`src/rtl/pb_irq_controller.sv`:
```
// Interrupt controller sharing one interrupt/interrupt_ack pair among NUM_SRC edge-triggered sources.
// Optional acknowledge timeout enabled by defining PB_IRQ_TIMEOUT_EN.
module pb_irq_controller #(
    parameter int unsigned NUM_SRC     = 8,
    parameter logic [7:0]  BASE_ADDR   = 8'hF0,
    parameter int unsigned ACK_TIMEOUT = 255
) (
    input  logic               clk,
    input  logic               reset,
    input  logic [NUM_SRC-1:0] irq_src,
    input  logic [7:0]         port_id,
    input  logic               write_strobe,
    input  logic               read_strobe,
    input  logic [7:0]         out_port,
    output logic [7:0]         in_port_data,
    output logic               in_port_sel,
    output logic               interrupt,
    input  logic               interrupt_ack
);

    localparam int unsigned IDX_W = 3;

    typedef enum logic [1:0] {
        IDLE    = 2'd0,
        REQ     = 2'd1,
        SERVICE = 2'd2
    } state_t;

    state_t             state, state_next;
    logic [NUM_SRC-1:0] prev_src;
    logic [NUM_SRC-1:0] pending;
    logic [NUM_SRC-1:0] pending_next;
    logic [NUM_SRC-1:0] mask;
    logic [NUM_SRC-1:0] rise;
    logic [NUM_SRC-1:0] masked;
    logic [NUM_SRC-1:0] win_clr;
    logic [IDX_W-1:0]   win_idx;
    logic [IDX_W-1:0]   vec_idx;
    logic               vec_valid;
    logic               vec_timeout;
    logic [7:0]         offset;
    logic               mask_wr;
    logic               eoi_wr;
    logic               take_ack;
    logic               timeout_hit;
    logic               tmo_expired;
    logic               unused_inputs;

    assign unused_inputs = read_strobe;

    // Port window decode
    always_comb begin
        offset      = 8'(port_id - BASE_ADDR);
        in_port_sel = (offset < 8'd4);
        mask_wr     = write_strobe && in_port_sel && (offset[1:0] == 2'd1);
        eoi_wr      = write_strobe && in_port_sel && (offset[1:0] == 2'd3);
    end

    // Lowest enabled pending index wins
    always_comb begin
        rise    = irq_src & ~prev_src;
        masked  = pending & mask;
        win_idx = '0;
        for (int i = int'(NUM_SRC) - 1; i >= 0; i--) begin
            if (masked[i]) win_idx = IDX_W'(i);
        end
        win_clr = NUM_SRC'(1) << win_idx;
    end

`ifdef PB_IRQ_TIMEOUT_EN
    logic [7:0] tmo_cnt;

    assign tmo_expired = (tmo_cnt == 8'(ACK_TIMEOUT - 1));

    // Counts cycles spent waiting for acknowledge
    always_ff @(posedge clk or posedge reset) begin
        if (reset) begin
            tmo_cnt <= '0;
        end else if (state != REQ) begin
            tmo_cnt <= '0;
        end else begin
            tmo_cnt <= 8'(tmo_cnt + 8'd1);
        end
    end

    // Sticky timeout flag; EOI clears it regardless of state
    always_ff @(posedge clk or posedge reset) begin
        if (reset) begin
            vec_timeout <= 1'b0;
        end else if (timeout_hit) begin
            vec_timeout <= 1'b1;
        end else if (eoi_wr) begin
            vec_timeout <= 1'b0;
        end
    end
`else
    localparam int unsigned UNUSED_ACK_TIMEOUT = ACK_TIMEOUT;
    logic [31:0] unused_timeout;

    assign unused_timeout = UNUSED_ACK_TIMEOUT;
    assign tmo_expired    = 1'b0;
    assign vec_timeout    = 1'b0;
`endif

    // Next-state logic; losing the enabled request takes precedence over an ack
    always_comb begin
        state_next  = state;
        take_ack    = 1'b0;
        timeout_hit = 1'b0;
        case (state)
            IDLE: begin
                if (|masked) state_next = REQ;
            end
            REQ: begin
                if (!(|masked)) begin
                    state_next = IDLE;
                end else if (interrupt_ack) begin
                    state_next = SERVICE;
                    take_ack   = 1'b1;
                end else if (tmo_expired) begin
                    state_next  = IDLE;
                    timeout_hit = 1'b1;
                end
            end
            SERVICE: begin
                if (eoi_wr) state_next = IDLE;
            end
            default: state_next = IDLE;
        endcase
        pending_next = (pending & ~(take_ack ? win_clr : '0)) | rise;
    end

    always_ff @(posedge clk or posedge reset) begin
        if (reset) begin
            state     <= IDLE;
            interrupt <= 1'b0;
        end else begin
            state     <= state_next;
            interrupt <= (state_next == REQ);
        end
    end

    always_ff @(posedge clk or posedge reset) begin
        if (reset) begin
            prev_src  <= '0;
            pending   <= '0;
            mask      <= '0;
            vec_valid <= 1'b0;
            vec_idx   <= '0;
        end else begin
            prev_src <= irq_src;
            pending  <= pending_next;
            if (mask_wr) mask <= out_port[NUM_SRC-1:0];
            if (take_ack) begin
                vec_valid <= 1'b1;
                vec_idx   <= win_idx;
            end else if ((state == SERVICE) && eoi_wr) begin
                vec_valid <= 1'b0;
            end
        end
    end

    // Register read mux
    always_comb begin
        in_port_data = 8'h00;
        if (in_port_sel) begin
            case (offset[1:0])
                2'd0:    in_port_data = 8'(pending);
                2'd1:    in_port_data = 8'(mask);
                2'd2:    in_port_data = {vec_valid, vec_timeout, 3'b000, vec_idx};
                default: in_port_data = 8'h00;
            endcase
        end
    end

endmodule
```
`config.mk`:
```
export PLATFORM = sky130hd
export DESIGN_NAME = pb_irq_controller
export DESIGN_NICKNAME = d
export VERILOG_FILES = /design/src/rtl/pb_irq_controller.sv
export SDC_FILE = /design/constraint.sdc
export NUM_CORES = 1
export LEC_CHECK = 0
export ABC_AREA = 1
export CORE_MARGIN = 1
export CORE_UTILIZATION = 52
export CTS_BUF_LIST = sky130_fd_sc_hd__clkbuf_8 sky130_fd_sc_hd__clkbuf_16
export CTS_CLUSTER_DIAMETER = 30
export DETAILED_ROUTE_END_ITERATION = 8
export PLACE_DENSITY = 0.84
export REMOVE_ABC_BUFFERS = 1
export SLEW_MARGIN = 20
export SYNTH_ARGS = -nofsm -noshare
export SYNTH_HDL_FRONTEND = slang
export SYNTH_SLANG_ARGS = --single-unit
```
`constraint.sdc`:
```
create_clock -name clk -period 3.02 [get_ports clk]
set_input_delay 0.302 -clock clk [delete_from_list [all_inputs] [get_ports clk]]
set_output_delay 0.302 -clock clk [all_outputs]
set_load 0.005 [all_outputs]
```
==> results.sh <==
export IMPL_status="complete, no violations"
export IMPL_slew_viol_final=0
export IMPL_fp_coreArea_sq_mm=0.00278
export IMPL_period_share_pct=80.9
export IMPL_drc=0
export IMPL_syn_cell_area_sq_mm=0.00154
export IMPL_yosysWarningCount=0
export IMPL_preCtsSetupSlack_ns=0.561
export IMPL_slowest_stage="clkdlybuf4s50_1"
export IMPL_drtAntennaViolNets=0
export IMPL_antenna_found_initial=0
export IMPL_drtIter0Drc=36
export IMPL_synth_seq_cells=31
export IMPL_yosys_top_cells_area="dfrtp_1, nand2_1, inv_1"
export IMPL_syn_to_final_growth_pct=34.9
export IMPL_synth_edf_count=0
export IMPL_dr_pass1_iters=4
export IMPL_clock_latency_ns=0.28
export IMPL_synth_top_area_share_pct=50.4
export IMPL_vias_per_cell=4.98
export IMPL_synthFlopType="dfrtp_1"
export IMPL_synthCells=193
export IMPL_start_util_pct=55.3
export IMPL_setup_tns_ns=0
export IMPL_syn_area_per_cell_sq_um=7.97
export IMPL_grt_max_degree=32
export IMPL_cts_tree="done"
export IMPL_grt_pass1_vias=1259
export IMPL_async_flop_share_pct=100
export IMPL_vias=1335
export IMPL_critical_path_required_ns=2.72
export IMPL_tightest_slew_ns=0.513
export IMPL_htree_levels=2
export IMPL_diodes=0
export IMPL_drive_above_1_share_pct=11.8
export IMPL_period_minus_slack_ns=2.44
export IMPL_grt_pass1_wl_mm=5.26
export IMPL_dieHeight_microns=56.4
export IMPL_startpoint_type="primary input"
export IMPL_cp_slowest_stage_delay_ns=0.55
export IMPL_clock_path_buffers=2
export IMPL_cts_resized=0
export IMPL_min_path_type="primary input to asynchronous set/reset pin"
export IMPL_wl_per_cell_microns=11.3
export IMPL_dpl_cell_area_sq_mm=0.00194
export IMPL_fin_ws_ns=0.578
export IMPL_row_count=19
export IMPL_fin_worst_skew_ns=0.00693
export IMPL_wl_mm=3.03
export IMPL_hold_slack_ns=0.389
export IMPL_synth_cell_type_count=21
export IMPL_peakVddDrop_uv=571
export IMPL_end_kind="primary output"
export IMPL_yosysSeqAreaShare_pct=50.4
export IMPL_p_per_area_mw_per_mm2=569
export IMPL_crit_arrival_ns=2.14
export IMPL_grt_overflow=0
export IMPL_yosysMostFrequentCell="nand2_1"
export IMPL_path_cells="clkdlybuf4s50_1 -> nor2_1 -> nand2_1 -> nand3_1 -> nand2_1 -> inv_1 -> clkdlybuf4s50_1"
export IMPL_numPortBuffers=37
export IMPL_p_leak_nw=1.04
export IMPL_synth_top_cells_by_count="nand2_1, dfrtp_1, inv_1, nand3_1, o21ai_2"
export IMPL_crit_fanout=8
export IMPL_clock_root_buffer="clkbuf_8"
export IMPL_hold_viol=0
export IMPL_finalSetupViolCount=0
export IMPL_post_cts_buffers=0
export IMPL_final_nets=265
export IMPL_gp_congestion=0.858
export IMPL_clock_fmax_mhz=409
export IMPL_rsz0062_at_grt="false"
export IMPL_dieArea_sq_mm=0.00318
export IMPL_fin_util_pct=74.6
export IMPL_holdBufCountCts=0
export IMPL_critPathTopFamily="buffers and inverters"
export IMPL_critical_path_class="primary input to primary output"
export IMPL_grt_usage_pct=21.4
export IMPL_cts_clk_slew_worst_paths_ns=0.07
export IMPL_crit_buf_inv=3
export IMPL_design_area_sq_mm=0.00207
export IMPL_relSlewSlack_pct=65.7
export IMPL_cts_sinks=31
export IMPL_dp_hpwl_mm=2.18
export IMPL_ios=39
export IMPL_synth_top_area_cell="dfrtp_1"
export IMPL_cts_buffers=5
export IMPL_cap_violations=0
export IMPL_fillers=213
export IMPL_die_x_microns=56.4
## cells by family (layout without fill, tap and decap cells)
family,after synthesis,count (layout),synth area share [%]
buffers and inverters,33,77,8.62
AOI/OAI and AO/OA,17,17,7.97
and+or+nand+nor,112,112,33.0
DFF,31,31,50.4
## cell type report
| type | count | area [sq um] | share of cell area (%) |
|---|---|---|---|
| clock buffers | 5 | 68.8 | 3.32 |
| well taps | 31 | 38.8 | 1.87 |
| inverters | 31 | 116 | 5.61 |
| repair buffers | 38 | 378 | 18.2 |
| clock inverters | 3 | 67.6 | 3.26 |
| flip-flops and latches | 31 | 776 | 37.4 |
| multi-input cells | 129 | 629 | 30.3 |
## worst min-delay path: stages
cell             delay, ns
clkdlybuf4s50_1       0.39
inv_1                 0.05
buf_4                 0.34
## worst paths after layout
| kind | startpoint | to | slack, ns | cells after the start |
|---|---|---|---|---|
| max reg2reg | mask[0] | pending[7] | 1.50 | 8 |
| min reg2reg | prev_src[3] | pending[3] | 0.47 | 3 |
| min in group clk | prev_src[3] | pending[3] | 0.47 | 3 |
| min | reset | state[1] | 0.39 | 3 |
| max | port_id[1] | in_port_data[2] | 0.58 | 7 |
| max in group asynchronous | reset | mask[0] | 2.35 | 3 |
## flip-flops by register name, indices dropped and copies added (netlist names)
name and flops:
prev_src 8, vec_valid 1, state 2, mask 8, interrupt 1, pending 8
vec_idx 3
## routing by layer
layer | track usage, % | part of all wire [%] | vias to the layer above
li1 | - | - | 690
met1 | 28.1 | 46 | 592
met2 | 33.2 | 48 | 44
met3 | 5.53 | 5.0 | 9
met4 | 10.5 | 1.9 | 0
met5 | 0 | 0 | -
## per-stage QoR
stage	total power, mW	cells
final	1.18	268
after global routing	1.23	268
after CTS	1.19	268
after detailed placement	0.701	260
after global placement	0.692	260
after floorplan	0.616	191
## where the power goes
| group | internal [mW] | switching, mW |
|---|---|---|
| Combinational | 0.0885 | 0.106 |
| Clock | 0.329 | 0.156 |
| Sequential | 0.468 | 0.0334 |
| Total | 0.885 | 0.295 |
## cells in the final DEF (no fill, tap or decap), types with 2 or more instances in the layout
master / synthesis / layout
bufinv_16: 0 / 2
nand2_1: 80 / 80
nand2_2: 2 / 2
inv_1: 29 / 29
nand4_1: 6 / 6
o21ai_0: 3 / 3
and3_1: 2 / 2
clkbuf_8: 0 / 5
inv_2: 2 / 2
clkdlybuf4s50_1: 0 / 37
dfrtp_1: 31 / 31
o21ai_2: 8 / 8
a21oi_1: 4 / 4
nor2_1: 4 / 4
nor2_2: 2 / 2
nand3_1: 12 / 12
Power figures use the tool's default switching activity.
